File: src/rtl/halflife_pkg.sv
// Shared types and defaults for the half-life decay sequencer.
// Used by halflife_seq and halflife_prescaler.
package halflife_pkg;

  typedef enum logic [1:0] {
    ST_IDLE  = 2'd0,
    ST_LOAD  = 2'd1,
    ST_DECAY = 2'd2,
    ST_DONE  = 2'd3
  } state_t;

  localparam int N_DEF  = 4;
  localparam int PW_DEF = 8;

  localparam logic [3:0] HL_MAX = 4'd15;

endpackage

File: src/rtl/halflife_prescaler.sv
// Decay-period prescaler: counts 0..period-1 while enabled and flags the last count.
// A period of zero is treated as one, so every enabled cycle ticks.
module halflife_prescaler
  import halflife_pkg::*;
#(
  parameter int PW = PW_DEF
) (
  input  logic          clk,
  input  logic          rst,
  input  logic          clear,
  input  logic          enable,
  input  logic [PW-1:0] period,
  output logic          tick
);

  logic [PW-1:0] cnt_r;
  logic [PW-1:0] last_s;

  // Terminal count of the prescaler; zero period collapses to a terminal count of zero
  always_comb begin
    if (period == {PW{1'b0}}) begin
      last_s = {PW{1'b0}};
    end else begin
      last_s = period - PW'(1);
    end
  end

  assign tick = enable && (cnt_r == last_s);

  // Prescaler count: wraps on tick, holds while disabled
  always_ff @(posedge clk) begin
    if (rst) begin
      cnt_r <= {PW{1'b0}};
    end else if (clear) begin
      cnt_r <= {PW{1'b0}};
    end else if (enable) begin
      if (tick) begin
        cnt_r <= {PW{1'b0}};
      end else begin
        cnt_r <= cnt_r + PW'(1);
      end
    end else begin
      cnt_r <= cnt_r;
    end
  end

endmodule

File: src/rtl/halflife_seq.sv
// Half-life sequencer: loads an external up/down counter, decrements it once per period
// and pulses each time the count halves. Optional pause input under HALFLIFE_SEQ_PAUSE_EN.
module halflife_seq
  import halflife_pkg::*;
#(
  parameter int N  = N_DEF,
  parameter int PW = PW_DEF
) (
  input  logic          clk,
  input  logic          rst,
  input  logic          start,
  input  logic          abort,
  input  logic [N-1:0]  init_val,
  input  logic [PW-1:0] period,
  input  logic [N-1:0]  cnt_q,
`ifdef HALFLIFE_SEQ_PAUSE_EN
  input  logic          pause,
`endif
  output logic          cnt_rst,
  output logic          cnt_load,
  output logic          cnt_up,
  output logic          cnt_down,
  output logic [N-1:0]  cnt_d,
  output logic          busy,
  output logic          done,
  output logic          hl_pulse,
  output logic [3:0]    hl_count
);

  state_t        state_r;
  state_t        state_nxt_s;
  logic [N-1:0]  init_r;
  logic [PW-1:0] period_r;
  logic [N-1:0]  ref_r;
  logic [3:0]    hl_count_r;

  logic          pause_s;
  logic          accept_s;
  logic          pre_en_s;
  logic          tick_s;
  logic [N-1:0]  nxt_s;
  logic          pulse_s;

`ifdef HALFLIFE_SEQ_PAUSE_EN
  assign pause_s = pause;
`else
  assign pause_s = 1'b0;
`endif

  assign accept_s = (state_r == ST_IDLE) && start && !abort;
  assign pre_en_s = (state_r == ST_DECAY) && !abort && !pause_s;
  assign nxt_s    = cnt_q - N'(1);
  // A half-life has elapsed once the post-tick count is at or below half the reference
  assign pulse_s  = tick_s && (nxt_s != {N{1'b0}}) && (nxt_s <= (ref_r >> 1));

  halflife_prescaler #(.PW(PW)) u_prescaler (
    .clk    (clk),
    .rst    (rst),
    .clear  (accept_s),
    .enable (pre_en_s),
    .period (period_r),
    .tick   (tick_s)
  );

  // State register
  always_ff @(posedge clk) begin
    if (rst) begin
      state_r <= ST_IDLE;
    end else begin
      state_r <= state_nxt_s;
    end
  end

  // Next-state logic
  always_comb begin
    state_nxt_s = state_r;
    case (state_r)
      ST_IDLE: begin
        if (accept_s) begin
          state_nxt_s = ST_LOAD;
        end else begin
          state_nxt_s = ST_IDLE;
        end
      end
      ST_LOAD: begin
        if (abort) begin
          state_nxt_s = ST_IDLE;
        end else if (init_r == {N{1'b0}}) begin
          state_nxt_s = ST_DONE;
        end else begin
          state_nxt_s = ST_DECAY;
        end
      end
      ST_DECAY: begin
        if (abort) begin
          state_nxt_s = ST_IDLE;
        end else if (tick_s && (nxt_s == {N{1'b0}})) begin
          state_nxt_s = ST_DONE;
        end else begin
          state_nxt_s = ST_DECAY;
        end
      end
      ST_DONE: begin
        state_nxt_s = ST_IDLE;
      end
      default: begin
        state_nxt_s = ST_IDLE;
      end
    endcase
  end

  // Output decode; abort replaces the state's strobe with a counter reset
  always_comb begin
    cnt_rst  = 1'b0;
    cnt_load = 1'b0;
    cnt_up   = 1'b0;
    cnt_down = 1'b0;
    cnt_d    = {N{1'b0}};
    busy     = 1'b0;
    done     = 1'b0;
    hl_pulse = 1'b0;
    hl_count = hl_count_r;
    if (rst) begin
      cnt_rst  = 1'b1;
      hl_count = 4'd0;
    end else begin
      case (state_r)
        ST_IDLE: begin
          busy = 1'b0;
        end
        ST_LOAD: begin
          busy = 1'b1;
          if (abort) begin
            cnt_rst = 1'b1;
          end else begin
            cnt_load = 1'b1;
            cnt_d    = init_r;
          end
        end
        ST_DECAY: begin
          busy = 1'b1;
          if (abort) begin
            cnt_rst = 1'b1;
          end else begin
            cnt_down = tick_s;
            hl_pulse = pulse_s;
          end
        end
        ST_DONE: begin
          if (abort) begin
            cnt_rst = 1'b1;
          end else begin
            done = 1'b1;
          end
        end
        default: begin
          cnt_rst = 1'b1;
        end
      endcase
    end
  end

  // Run parameters, half-life reference and saturating half-life count
  always_ff @(posedge clk) begin
    if (rst) begin
      init_r     <= {N{1'b0}};
      period_r   <= {PW{1'b0}};
      ref_r      <= {N{1'b0}};
      hl_count_r <= 4'd0;
    end else if (accept_s) begin
      init_r     <= init_val;
      period_r   <= period;
      ref_r      <= init_val;
      hl_count_r <= 4'd0;
    end else if (pulse_s) begin
      ref_r      <= nxt_s;
      hl_count_r <= (hl_count_r == HL_MAX) ? HL_MAX : hl_count_r + 4'd1;
    end else begin
      ref_r      <= ref_r;
      hl_count_r <= hl_count_r;
    end
  end

endmodule

File: config.mk
export PLATFORM = sky130hd
export DESIGN_NAME = halflife_seq
export DESIGN_NICKNAME = d
export VERILOG_FILES = /design/src/rtl/halflife_pkg.sv /design/src/rtl/halflife_prescaler.sv /design/src/rtl/halflife_seq.sv
export SDC_FILE = /design/constraint.sdc
export NUM_CORES = 1
export LEC_CHECK = 0
export BUFFER_PORTS_ARGS = -buffer_cell sky130_fd_sc_hd__buf_2
export CAP_MARGIN = 25
export CORE_MARGIN = 2
export CORE_UTILIZATION = 50
export CTS_CLUSTER_DIAMETER = 120
export DETAILED_ROUTE_END_ITERATION = 7
export GPL_ROUTABILITY_DRIVEN = 1
export GPL_TIMING_DRIVEN = 1
export HOLD_SLACK_MARGIN = 0.12
export PLACE_DENSITY = 0.87
export SYNTH_ARGS = -nofsm -noshare
export SYNTH_HDL_FRONTEND = slang
export SYNTH_SLANG_ARGS = --single-unit
File: constraint.sdc
create_clock -name clk -period 2.8 [get_ports clk]
set_input_delay 0.42 -clock clk [delete_from_list [all_inputs] [get_ports clk]]
set_output_delay 0.42 -clock clk [all_outputs]
set_load 0.02 [all_outputs]
Word level (Yosys, flattened, before mapping)
Cells that the tools add are included.
{"block": "classes", "magnitude_cmp": 1, "n_addsub": 4, "multipliers": 0, "reduce_logical": 17, "n_bitwise": 0, "n_mux": 31, "shift": 0, "div": 0, "eq_ne": 5}
{"op": "$mux W4", "n": 7}
{"op": "$mux W1", "n": 19}
{"op": "$mux W8", "n": 2}
{"op": "$add A8 B1 Y8 const B", "n": 1}
{"op": "$eq A8 B8 Y1", "n": 1}
{"op": "$logic_not A4 Y1", "n": 2}
{"op": "$logic_not A8 Y1", "n": 1}
{"op": "$pmux W2 S4", "n": 1}
{"op": "$sub A8 B1 Y8 const B", "n": 1}
{"op": "$logic_and A1 B1 Y1", "n": 7}
{"op": "$add A4 B1 Y4 const B", "n": 1}
{"op": "$eq A2 B2 Y1 const B", "n": 2}
{"op": "$eq A4 B4 Y1 const B", "n": 1}
{"op": "$le A4 B3 Y1", "n": 1}
{"op": "$mux W2", "n": 2}
{"op": "$reduce_bool A4 Y1", "n": 1}
{"op": "$reduce_or A2 Y1", "n": 2}
{"op": "$sub A4 B1 Y4 const B", "n": 1}
{"op": "$reduce_or A3 Y1", "n": 1}
{"op": "$eq A2 B1 Y1 const B", "n": 1}
{"op": "$logic_not A2 Y1", "n": 1}
{"op": "$reduce_bool A2 Y1", "n": 1}
{"op": "$logic_not A1 Y1", "n": 1}
{"block": "word_totals", "romBits": 0, "output_inout_bits": 15, "memories": 0, "inputBits": 20, "latch_bits": 0, "register_bits": 30, "elab_cells": 64, "mem_bits_rw": 0}

Depth between registers and ports, before layout
{"block": "depth", "word_depth": 9, "mapped_depth": 12, "mapped_depth_nobuf": 11}

By module
Synthesis repeated with hierarchy kept, for this count alone.
{"block": "hier_totals", "hier_cells": 249, "hier_area_um2": 2045.7}
{"module": "halflife_seq", "cells_per_inst": 148, "area_per_inst_um2": 1199.9, "seq_area_each_um2": 420.4, "instances": 1}
{"module": "halflife_prescaler", "cells_per_inst": 101, "area_per_inst_um2": 845.8, "seq_area_each_um2": 160.2, "instances": 1}

Worst setup path after synthesis
No wires, ideal clock.
{"block": "synth_path", "path_type": "register to output", "startpoint": "register period_r[0]", "endpoint": "output port hl_pulse", "slack_ps": -452, "t_arrival_ps": 2832, "required_ps": 2380, "path_stages_with_launch": 11, "path_buffers": 2, "cell_sequence": "dfxtp_1 -> inv_1 -> ha_1 -> or4b_1 -> clkbuf_1 -> or4_1 -> and3_4 -> nor4_4 -> nand4_1 -> buf_4 -> nor3_1"}
{"block": "synth_between", "elab_chain_cells": 9, "word_cells_on_any_way": 10, "classes_between": "add/sub: 1; eq/ne: 1; mux: 4; reduce/logical: 4"}
{"item": "start, declared", "line": "halflife_seq.sv:33", "source": "logic [PW-1:0] period_r;"}
{"item": "start signal, assigned", "line": "halflife_seq.sv:167", "source": "period_r <= {PW{1'b0}};"}
{"item": "start signal, assigned", "line": "halflife_seq.sv:172", "source": "period_r <= period;"}
{"item": "$sub A8 B1 Y8 or $logic_not A8 Y1 (tied branches)", "line": "halflife_prescaler.sv:24, halflife_prescaler.sv:21"}
{"item": "$mux W8 *", "line": "halflife_prescaler.sv:21", "source": "if (period == {PW{1'b0}}) begin"}
{"item": "$eq A8 B8 Y1 *", "line": "halflife_prescaler.sv:28", "source": "assign tick = enable && (cnt_r == last_s);"}
{"item": "$logic_and A1 B1 Y1 *", "line": "halflife_prescaler.sv:28"}
{"item": "$logic_and A1 B1 Y1 * (2 in a row)", "line": "halflife_seq.sv:54", "source": "assign pulse_s = tick_s && (nxt_s != {N{1'b0}}) && (nxt_s <= (ref_r >> 1));"}
{"item": "$mux W1 *", "line": "halflife_seq.sv:142", "source": "if (abort) begin"}
{"item": "$mux W1 *", "line": "halflife_seq.sv:127", "source": "case (state_r)"}
{"item": "$mux W1 *", "line": "halflife_seq.sv:123", "source": "if (rst) begin"}
{"item": "end, declared", "line": "halflife_seq.sv:26", "source": "output logic hl_pulse,"}
Mark *: on every way between the ends. The rest lies on a longest branch, timed or not.

Final worst setup path
Ends and elaborated chain as after synthesis.

==> results.cfg <==
[outcome]
outcome = finished with violations
violations = negative setup slack

[cts]
clk_latency_ns = 0.29
cts_max_level = 2
cts-root-buf = clkbuf_8
cts_inserted_buffers = 5
path_clk_slew_ns = 0.07
clock-sinks = 29
cts_tree = done
clockBufferDepth = 2

[setup_path]
cp.arrival_ns = 2.61
reg2reg_slack_ns = 0.04
r2r-start = period_r[0]
crit_path_end_kind = primary output
critical_path_class = flop to primary output
r2r_end = hl_count_r[2]
crit_family = simple AND/OR/NAND/NOR gates
cp_cell_sequence = inv_2, ha_4, or4b_4, a211o_1, a32o_2, nor4_4, nand4_1, nor3_4, buf_6
crit_path_start = period_r[0]
cp.required_ns = 2.38
cp_slowest_cell = or4b_4
cp_max_fo = 4
max_stage_delay_ns = 0.48
r2r_cells = 10
cp-start-kind = flop
cp_num_buf_inv = 2

[timing]
fin_ws_ns = -0.235
worstMarginPinSlew_ns = 0.642
setup_viol = 2
rsz0062_at_grt = true
slew_viol_final = 0
fin_hold_ws_ns = 0.366
period_minus_slack_ns = 3.03
finalCritPeriodShare = 1.08
max_freq_ghz = 0.330
hold_violations = 0
slew_headroom = 0.570
skew_ns = 0.00827

[yosys]
synth_xor_area_frac = 0.0600
synth_edf_count = 0
muxShareOfSynthArea = 0.0106
synthAdderAreaFrac = 0.0792
synth_cell_type_count = 47
yosys.area.top_type_share = 0.306
synthCells = 247
synth_nets = 279
synth-main-ff-cell = dfxtp_1
ys_async_sr_fraction = 0
yosysTopAreaCell = dfxtp_1
syn_avg_cell_area_um2 = 7.68
synth_top_family_by_area = simple AND/OR/NAND/NOR gates
yosys-top-cells-area = dfxtp_1 31%, ha_1 7.9%, nand2_1 6.9%
synth_compound_gate_area_share = 0.172
ys_top_cells_by_count = 35 x nand2_1, 29 x dfxtp_1, 20 x a21oi_1
synth.most_common_cell = nand2_1
synth_warnings = 0
ys_seq_area_frac = 0.306
synth_seq_cells = 29
yosys.area_share.simple = 0.309
synth_area_mm2 = 0.00190

[final_layout]
fillers = 296
drive_gt1_frac = 0.268
diodes = 0
final_nets = 333
syn_to_final_growth_pct = 29.6

[place]
gp_congestion = 0.857
port_buffers = 33
hpwl_um = 3610

[pwr]
p_leak_nw = 1.10
totalPowerFinal_mw = 1.09
irDropWorstVdd_v = 0.000359
powerDensity_mw_per_mm2 = 444

[min_path]
hold_end = period_r[1]
hold_depth = 3
min_from = period[1]
hold_class = input port to flop

[global_routing]
grt.overflow.total = 0
grt_pass1_wl_um = 8400
grt_max_degree = 27
grt_pass1_vias = 1923
grt_usage = 0.254
antenna_found_initial = 0

[die]
ios = 35
die_h_um = 65.6
dieArea_mm2 = 0.00430
core.rowCount = 22
fp.coreArea_mm2 = 0.00366
die_width_um = 65.6
start_util = 0.518

[route]
wl_per_cell_um = 14.2
drcViolationCount = 0
finalWirelength_um = 4960
ant_nets = 0
drt_iter0_drc = 76
dr.pass1.iters = 4
vias_per_cell = 5.55
vias = 1944

[run]
drv_cap = 0
==> tightest hold or removal path, cell delays in order <==
cell     delay, ns
buf_2         0.10
nand2_1       0.05
a21oi_1       0.05
==> layer usage <==
layer | wire [µm] | vias up | share of wire | GRT usage
li1 | - | 972 | - | -
met1 | 2040 | 914 | 0.41 | 0.293
met2 | 2590 | 50 | 0.52 | 0.446
met3 | 245 | 8 | 0.049 | 0.0514
met4 | 78 | 0 | 0.016 | 0.117
met5 | 0 | - | 0 | 0
==> worst max path at each step <==
| stage | slack [ns] | cells past startpoint | end |
|---|---|---|---|
| floorplan | -0.03 | 10 | hl_pulse |
| global placement | -0.04 | 12 | hl_pulse |
| detailed placement | -0.1 | 9 | hl_pulse |
| CTS | -0.30 | 9 | hl_pulse |
| global route | -0.33 | 9 | hl_pulse |
| finish | -0.23 | 9 | hl_pulse |
==> where the power goes <==
group	total (mW)	internal (mW)	switching, mW	leakage [nW]
Clock	0.444	0.266	0.178	0.0543
Sequential	0.430	0.423	0.00690	0.236
Combinational	0.216	0.0967	0.119	0.806
==> cell type report <==
class	instances	area (µm²)	share of cell area
clock inverter	3	46.3	0.0188
tap	48	60.1	0.0244
multi-input combinational	189	1260	0.514
sequential	29	583	0.237
inverter	18	67.6	0.0275
clock buffer	5	68.8	0.0280
timing repair buffer	58	369	0.150
==> logic make-up after synthesis <==
kind of cell / count (synthesis)
AO/OA/AOI/OAI: 49
XOR/XNOR: 13
adder cells (fa/ha/maj): 12
buffers and inverters: 29
flip-flops: 29
multiplexers: 2
other: 1
AND/OR/NAND/NOR: 112
==> placed cells by master (no fill, tap or decap), types with 5 or more instances in the layout <==
master	netlist	layout
ha_1	12	11
clkbuf_8	0	5
dfxtp_1	29	27
and3_1	7	7
xor2_1	6	6
nand4_1	5	5
buf_4	2	25
buf_2	0	31
o21ai_0	7	7
nor2_1	17	17
nand3_1	14	14
a21oi_1	20	20
nor2b_1	6	6
nand2_1	35	35
inv_1	18	16
xnor2_1	7	7
==> through the flow <==
step           TNS (ns)  setup slack (ns)  std cells  utilization  area [µm²]
2_1_floorplan   -0.0346           -0.0346        247            -        1930
3_3_place_gp    -0.0387           -0.0387        339        0.619        2270
3_5_place_dp    -0.0979           -0.0964        339        0.619        2270
4_1_cts          -0.544            -0.301        349        0.663        2430
5_1_grt          -0.792            -0.330        350        0.672        2460
6_report         -0.462            -0.235        350        0.672        2460
==> sequential cells by signal (all words and copies together) (netlist names) <==
name / count
init_r: 4
hl_count_r: 4
u_prescaler.cnt_r: 8
period_r: 8
state_r: 2
ref_r: 3
==> repair_timing <==
| action | 4_1_cts | 5_1_grt |
|---|---|---|
| hold buffers | 0 | 0 |
| buffers inserted | 3 | 1 |
| pin swaps | 5 | 5 |
| gates resized for setup | 7 | 4 |
| setup endpoints to repair | 4 | 6 |
Power figures use the tool's default switching activity.
